`src/rtl/uart_tx_arbiter.sv`:
```
// Round-robin arbiter that shares one UART transmitter among NREQ byte sources.
// A winner that sends a byte without req_last keeps the transmitter locked until its packet ends.
module uart_tx_arbiter #(
    parameter int NREQ   = 4,
    parameter int DATA_W = 8,
    parameter int TMO    = 16,
    localparam int OW    = $clog2(NREQ),
    localparam int CW    = $clog2(TMO + 1)
) (
    input  logic                   hwclk,
    input  logic                   reset,
    input  logic [NREQ-1:0]        req,
    input  logic [NREQ*DATA_W-1:0] req_data,
    input  logic [NREQ-1:0]        req_last,
    output logic [NREQ-1:0]        grant,
    input  logic                   tx_ready,
    output logic                   tx_start,
    output logic [DATA_W-1:0]      tx_data,
    output logic                   busy,
    output logic                   locked,
    output logic [OW-1:0]          owner,
    output logic                   tx_err,
    output logic [1:0]             dbg_state
);

    typedef enum logic [1:0] {
        IDLE      = 2'd0,
        START     = 2'd1,
        WAIT_LOW  = 2'd2,
        WAIT_HIGH = 2'd3
    } state_t;

    state_t              r_state;
    logic [NREQ-1:0]     r_grant;
    logic                r_tx_start;
    logic [DATA_W-1:0]   r_tx_data;
    logic                r_busy;
    logic                r_locked;
    logic [OW-1:0]       r_owner;
    logic                r_tx_err;
    logic [CW-1:0]       r_cnt;

    state_t              w_state_nxt;
    logic [NREQ-1:0]     w_grant_nxt;
    logic                w_tx_start_nxt;
    logic [DATA_W-1:0]   w_tx_data_nxt;
    logic                w_locked_nxt;
    logic [OW-1:0]       w_owner_nxt;
    logic                w_tx_err_nxt;
    logic [CW-1:0]       w_cnt_nxt;

    logic                w_win_valid;
    logic [OW-1:0]       w_win_idx;
    logic [OW:0]         w_cand;

    // Scan from the farthest candidate down to owner+1 so the nearest requester after owner wins.
    always_comb begin
        w_win_valid = 1'b0;
        w_win_idx   = r_owner;
        w_cand      = '0;
        if (r_locked) begin
            w_win_valid = req[r_owner];
        end else begin
            for (int k = NREQ; k >= 1; k--) begin
                w_cand = {1'b0, r_owner} + (OW+1)'(k);
                if (w_cand >= (OW+1)'(NREQ)) begin
                    w_cand = w_cand - (OW+1)'(NREQ);
                end
                if (req[w_cand[OW-1:0]]) begin
                    w_win_valid = 1'b1;
                    w_win_idx   = w_cand[OW-1:0];
                end
            end
        end
    end

    always_comb begin
        w_state_nxt    = r_state;
        w_grant_nxt    = '0;
        w_tx_start_nxt = 1'b0;
        w_tx_data_nxt  = r_tx_data;
        w_locked_nxt   = r_locked;
        w_owner_nxt    = r_owner;
        w_tx_err_nxt   = 1'b0;
        w_cnt_nxt      = r_cnt;
        case (r_state)
            IDLE: begin
                if (tx_ready && w_win_valid) begin
                    w_state_nxt    = START;
                    w_tx_start_nxt = 1'b1;
                    w_grant_nxt    = {{(NREQ-1){1'b0}}, 1'b1} << w_win_idx;
                    w_tx_data_nxt  = req_data[w_win_idx*DATA_W +: DATA_W];
                    w_owner_nxt    = w_win_idx;
                    w_locked_nxt   = ~req_last[w_win_idx];
                end
            end
            START: begin
                w_state_nxt = WAIT_LOW;
                w_cnt_nxt   = '0;
            end
            WAIT_LOW: begin
                if (!tx_ready) begin
                    w_state_nxt = WAIT_HIGH;
                end else if (r_cnt == CW'(TMO - 1)) begin
                    // Transmitter never took the byte: drop it and release any packet lock.
                    w_state_nxt  = IDLE;
                    w_tx_err_nxt = 1'b1;
                    w_locked_nxt = 1'b0;
                end else begin
                    w_cnt_nxt = r_cnt + 1'b1;
                end
            end
            WAIT_HIGH: begin
                if (tx_ready) begin
                    w_state_nxt = IDLE;
                end
            end
            default: begin
                w_state_nxt = IDLE;
            end
        endcase
    end

    always_ff @(posedge hwclk) begin
        if (!reset) begin
            r_state    <= IDLE;
            r_grant    <= '0;
            r_tx_start <= 1'b0;
            r_tx_data  <= '0;
            r_busy     <= 1'b0;
            r_locked   <= 1'b0;
            r_owner    <= OW'(NREQ - 1);
            r_tx_err   <= 1'b0;
            r_cnt      <= '0;
        end else begin
            r_state    <= w_state_nxt;
            r_grant    <= w_grant_nxt;
            r_tx_start <= w_tx_start_nxt;
            r_tx_data  <= w_tx_data_nxt;
            r_busy     <= (w_state_nxt != IDLE);
            r_locked   <= w_locked_nxt;
            r_owner    <= w_owner_nxt;
            r_tx_err   <= w_tx_err_nxt;
            r_cnt      <= w_cnt_nxt;
        end
    end

    assign grant     = r_grant;
    assign tx_start  = r_tx_start;
    assign tx_data   = r_tx_data;
    assign busy      = r_busy;
    assign locked    = r_locked;
    assign owner     = r_owner;
    assign tx_err    = r_tx_err;
    assign dbg_state = r_state;

endmodule

```
`config.mk`:
```
export PLATFORM = sky130hd
export DESIGN_NAME = uart_tx_arbiter
export DESIGN_NICKNAME = d
export VERILOG_FILES = /design/src/rtl/uart_tx_arbiter.sv
export SDC_FILE = /design/constraint.sdc
export NUM_CORES = 1
export LEC_CHECK = 0
export CORE_MARGIN = 10
export CORE_UTILIZATION = 43
export CTS_CLUSTER_SIZE = 30
export DETAILED_ROUTE_END_ITERATION = 8
export PLACE_DENSITY = 0.88
export REMOVE_ABC_BUFFERS = 1
export SLEW_MARGIN = 10
export SYNTH_ARGS = -nofsm -noshare
export SYNTH_HDL_FRONTEND = slang
export SYNTH_SLANG_ARGS = --single-unit
```
`constraint.sdc`:
```
create_clock -name hwclk -period 2.3 [get_ports hwclk]
set_input_delay 0.69 -clock hwclk [delete_from_list [all_inputs] [get_ports hwclk]]
set_output_delay 0.69 -clock hwclk [all_outputs]
set_load 0.05 [all_outputs]
```
Word-level counts from Yosys, hierarchy flattened
Index checks and enable logic that the tools add are counted.

word-level totals
  output and inout bits = 20
  register bits after elaboration = 25
  word-level logic and storage cells = 94
  bits of input ports = 43

cells by class
  $lt $le $gt $ge = 10
  muxes and demuxes = 44
  reduce and logical (&&, ||, !) cells = 11
  add/sub/neg operators = 9
  bitwise logic cells = 1
  shift-type cells = 2
  equal/unequal tests = 8

operator list
  operator                                                    count
  2-to-1 mux 2 bit                                            17
  variable part select 32 x 6 -> 8 bit                        1
  less-than comparator 2 x 3 -> 1 bit, second input constant  6
  2-to-1 mux 1 bit                                            16
  binary-select mux 1 bit (select 2 bit)                      6
  >= comparator 3 bit, second input constant                  4
  2-to-1 mux 5 bit                                            2
  case mux 5 bit (2 select lines)                             1
  AND reduction 3 bit                                         3
  != test 2 bit, second input constant                        4
  case mux 2 bit (4 select lines)                             1
  subtractor 2 x 1 -> 2 bit, second input constant            4
  adder 2 x 2 -> 3 bit, second input constant                 2
  nonzero test 2 bit                                          3
  adder 5 x 1 -> 5 bit, second input constant                 1
  equality test 5 x 4 -> 1 bit, second input constant         1
  equality test 2 bit, second input constant                  2
  AND reduction 2 bit                                         2
  AND reduction 4 bit                                         1
  left shift 1 x 2 -> 4 bit, first input constant             1
  adder 2 x 1 -> 3 bit, second input constant                 1
  adder 2 x 3 -> 3 bit, second input constant                 1
  equality test 2 x 1 -> 1 bit, second input constant         1
  logical NOT 2 bit                                           1
  3 further kinds                                             3

Depth between registers and ports, before layout
  depth after elaboration = 16
  mapped depth = 8
  mapped depth without buffers = 8

Worst setup path before layout
Ideal clock, no wire load.

  path kind = flip-flop to flip-flop
  from = register r_owner[0] (netlist: owner[0])
  to = register r_busy (netlist: busy)
  cell stages (with the launch flop) = 6
  arrival = 2121 ps
  period minus slack after synthesis = 2242 ps
  required time = 2180 ps
  library setup time = 120 ps
  slack = 58 ps
  path buffers = 1
  path through = dfxtp_1 -> buf_2 -> mux4_2 -> a32o_2 -> a31o_1 -> or2_1

between the ends
  cells in the longest elaborated chain, start to end = 15
  elaborated cells on any way between the ends = 39
  those cells by class = 8 x add/sub; 4 x order compare; 25 x mux; 2 x reduce/logical

RTL lines
  element                                                                  RTL line  text
  from (decl)                                                              39        logic [OW-1:0] r_owner;
  from (signal assigned)                                                   132       r_owner <= OW'(NREQ - 1);
  from (signal assigned)                                                   142       r_owner <= w_owner_nxt;
  adder 2 x 3 -> 3 bit                                                     65        w_cand = {1'b0, r_owner} + (OW+1)'(k);
  >= comparator 3 bit / subtractor 2 x 1 -> 2 bit (equally long branches)  66, 67
  2-to-1 mux 2 bit                                                         66        if (w_cand >= (OW+1)'(NREQ)) begin
  2-to-1 mux 2 bit                                                         61        if (r_locked) begin
  binary-select mux 1 bit (select 2 bit)                                   69        if (req[w_cand[OW-1:0]]) begin
  2-to-1 mux 1 bit (not written as such)                                   69
  2-to-1 mux 1 bit (4 in a row)                                            69
  2-to-1 mux 1 bit (*)                                                     61
  logical AND 1 bit (*)                                                    88        if (tx_ready && w_win_valid) begin
  2-to-1 mux 2 bit (*)                                                     88
  case mux 2 bit (4 select lines) (*)                                      86        case (r_state)
  nonzero test 2 bit (*)                                                   140       r_busy <= (w_state_nxt != IDLE);
  to (signal assigned)                                                     140
  to (decl)                                                                37        logic r_busy;

Every way passes the cells marked *; elsewhere a longest branch is shown, timed or not. The select of a mux whose other input is x is not followed.
A chain may end at the register's enable or synchronous reset.

Worst setup path after layout
  from = input req[2]
  to = register r_busy (netlist: busy)

between the ends
  cells in the longest elaborated chain, start to end = 11
  elaborated cells on any way between the ends = 19
  those cells by class = 17 x mux; 2 x reduce/logical

RTL lines
  element                                 RTL line  text
  from (decl)                             12        input logic [NREQ-1:0] req,
  binary-select mux 1 bit (select 2 bit)  69
  2-to-1 mux 1 bit (not written as such)  69
  2-to-1 mux 1 bit (4 in a row)           69
  2-to-1 mux 1 bit (*)                    61
  logical AND 1 bit (*)                   88
  2-to-1 mux 2 bit (*)                    88
  case mux 2 bit (4 select lines) (*)     86
  nonzero test 2 bit (*)                  140

Marked as above.

==> impl_summary.log <==
[metrics] outcome: finished, final reports clean
[metrics] number of warnings issued by yosys: 0
[metrics] clock sink count: 25
[metrics] post-cts hold buffer count: 0
[metrics] average wire per standard cell: 16.72 um
[metrics] Worst-Skew Late Latency: 0.32 ns
[metrics] Post-Syn Instances: 185
[metrics] skew final: 0.007137 ns
[metrics] share of flip-flops with an asynchronous set or reset: 0%
[metrics] remaining global-route overflow: 0
[metrics] IO Count: 63
[metrics] CTS tree: yes
[metrics] total of max-cap violations: 0
[metrics] met3 global-route usage: 4.677%
[metrics] Clock Root Buffer: clkbuf_4
[metrics] Buffers on Ports: 62
[metrics] cell area after synthesis: 0.001559 mm2
[metrics] Highest Clock Rate: 0.4426 GHz
[metrics] sequential area share after synthesis: 32.10%
[metrics] worst ir drop on vdd: 0.4718 mV
[metrics] post-layout util: 72.38%
[metrics] total CTS buffers: 3
[metrics] start point of the critical path: req[2]
[metrics] setup repair after global routing missed its margin: no
[metrics] highest fanout seen on the critical path: 7
[metrics] type of the setup path with the least slack: input port to flip-flop
[metrics] initial standard-cell utilization of the core: 45.64%
[metrics] Total Power: 0.002325 W
[metrics] gr usage total: 15.76%
[metrics] global placement routability congestion: 0.8259
[metrics] critical register-to-register path startpoint: owner[1]$_SDFFE_PN1P_
[metrics] antenna violations before repair: 0
[metrics] average via count per standard cell: 5.631
[metrics] Unique masters post-synth: 45
[metrics] GR Util met1: 17.88%
[metrics] Global Route met2 Usage: 27.53%
[metrics] Leakage: 1.012 nW
[metrics] slew at the pin with the worst max-slew slack: 0.5377 ns
[metrics] proportion of layout cells with a drive suffix above 1: 18.28%
[metrics] endpoint kind of the worst setup timing path: flip-flop
[metrics] maximum buffer depth of the clock tree: 2
[metrics] CP arrival: 2.48 ns
[metrics] post-detailed-route count of antenna-violating nets: 0
[metrics] portion of total power attributed to combinational logic: 64.7%
[metrics] residual DRC count: 0
[metrics] critical hold path startpoint: tx_data[7]$_SDFFE_PN0P_
[metrics] power per standard cell area: 940.5 mW/mm2
[metrics] internal power contribution: 0.001221 W
[metrics] required time reported for the critical path endpoint: 2.53 ns
[metrics] min cycle time layout: 2.260 ns
[metrics] horizontal extent of the die: 80.21 um
[metrics] layer with the highest usage after global routing: met2
[metrics] launching element type of the critical path: input port
[metrics] maximum number of pins on one net before global-route repair: 36
[metrics] H-tree depth reported by CTS: 1
[metrics] Final Slew Violations: 0
[metrics] fraction of power spent switching nets: 47.50%
[metrics] Inst Count DP: 304
[metrics] core region area: 0.003416 mm2
[metrics] row cnt: 21
[metrics] hold_ws: 0.5197 ns
[metrics] post-synthesis sequential element count: 25
[metrics] Antenna Cells: 0
[metrics] clock power share: 8.6%
[metrics] most frequently used flop master after synthesis: dfxtp_1
[metrics] drt initial violations: 88
[metrics] die footprint: 0.006434 mm2
[metrics] type of the tightest min-delay check: flip-flop to flip-flop
[metrics] headroom to the max-slew limit: 64.04%
[metrics] total via count after detailed routing: 1768
[metrics] CTS clock-pin slew for the worst setup and hold paths: 0.14 ns
[metrics] post-detail-place hpwl: 3640 um
[metrics] relative contribution of sequential cells to total power: 26.8%
[metrics] die height: 80.21 um
[metrics] number of standard cells in the final layout excluding fillers: 314
[metrics] number of global-route vias before repair: 1722
[metrics] final-report hold violation count: 0
[metrics] Layout Area Growth over Synthesis: 58.59%
[metrics] Final nets: 314
[metrics] global-route wire length before repair: 8280 um
[metrics] Finish-stage setup viols: 0
[metrics] synthesized area per cell: 8.427 um2
[metrics] switching power summed over all nets: 0.001105 W
[metrics] final worst-path cycle share: 98.24%
[metrics] Detailed Route WL: 5251 um
[metrics] router iterations before antenna repair: 4
[metrics] number of synthesized flops with an enable pin: 0
[timing repair]
action | CTS | global route
endpoints found under the setup margin | 16 | 17
gates cloned | 3 | 0
pin swaps | 6 | 4
endpoints found under the hold margin | 0 | 0
gates resized for setup | 6 | 4
buffers inserted | 2 | 1
[kinds of logic after synthesis]
kind of cell / Yosys count / synth area share [%]
buffers and inverters: 28 / 8.106
and+or+nand+nor: 61 / 23.36
DFF: 25 / 32.10
AOI/OAI and AO/OA: 65 / 31.30
xor gates and xnor gates: 2 / 1.124
muxes: 2 / 2.407
adders and majority gates: 2 / 1.605
[critical path: stages]
cell and delay, ns:
clkdlybuf4s50_1 0.46, mux4_2 0.54, a32o_4 0.39, a31o_1 0.21, or2_1 0.20
[power by group through the flow]
stage	sequential [W]	clock (W)	combinational [W]
floorplan	0.000958	0	0.000501
global placement	0.000623	0	0.00138
detailed placement	0.000626	0	0.00140
CTS	0.000618	0.000198	0.00147
global route	0.000636	0.000218	0.00160
finish	0.000623	0.000199	0.00150
[registers in the layout (all words and copies together) (netlist names)]
name	cells
dbg_state	2
grant	4
r_cnt	5
tx_err	1
tx_start	1
owner	2
locked	1
tx_data	8
busy	1
[placed cells by master, fill, tap and decap left out, types with 2 or more instances in the layout]
cell and n:
clkdlybuf4s50_1 53, a2bb2oi_1 2, clkbuf_4 3, o221ai_1 17, nor2_1 10, inv_1 14, o21ai_0 6, or2_1 3
dfxtp_1 25, buf_4 32, o21ai_1 5, ha_1 2, dlygate4sd2_1 3, nand4_1 2, xor2_1 2, and3_1 19
a32o_2 2, a21oi_1 7, nand2_1 5, o31a_1 2, nand2b_1 5, a21boi_0 16, nand3_1 2
[metrics by stage]
stage	setup TNS, ns	setup WS [ns]	instance area, um2
after floorplan	-3.036	-0.2764	1485
after global placement	-7.247	-0.4691	2357
after detailed placement	-7.864	-0.5142	2357
after CTS	0	0.007141	2455
after global routing	0	0.006896	2472
final	0	0.04044	2472
[cell usage after synthesis (3+ instances only)]
cell type   n  share of area [%]
dfxtp_1    25                 32
and3_1     19                7.6
o221ai_1   17                9.6
a21boi_0   16                7.7
inv_1      14                3.4
nor2_1     10                2.4
clkbuf_1    9                2.2
a21oi_1     8                2.6
o21ai_0     7                2.2
nand2_1     5                1.2
nand2b_1    5                2.0
o21ai_1     4                1.3
or2_1       3                1.2
[worst paths after layout]
| kind | depth (start not counted) | slack [ns] | endpoint |
|---|---|---|---|
| setup / recovery | 5 | 0.04 | busy$_SDFF_PN0_ |
| setup reg to reg | 5 | 0.25 | busy$_SDFF_PN0_ |
| hold reg to reg | 2 | 0.52 | tx_data[7]$_SDFFE_PN0P_ |
| hold / removal | 2 | 0.52 | tx_data[7]$_SDFFE_PN0P_ |
[routing by layer]
| metal | up-vias | wire, um |
|---|---|---|
| li1 | 878 | - |
| met1 | 804 | 2204 |
| met2 | 77 | 2505 |
| met3 | 9 | 440 |
| met4 | 0 | 101 |
| met5 | - | 0 |
[cell type report]
| type | count | area, um2 |
|---|---|---|
| well taps | 46 | 57.56 |
| clock buffers | 3 | 22.52 |
| inverters | 14 | 52.55 |
| fillers | 278 | 943.4 |
| repair buffers | 90 | 829.5 |
| clock inverters | 1 | 5.005 |
| flip-flops and latches | 25 | 500.5 |
| multi-input cells | 135 | 1005 |
No activity file was read; power rests on OpenSTA's default activity.
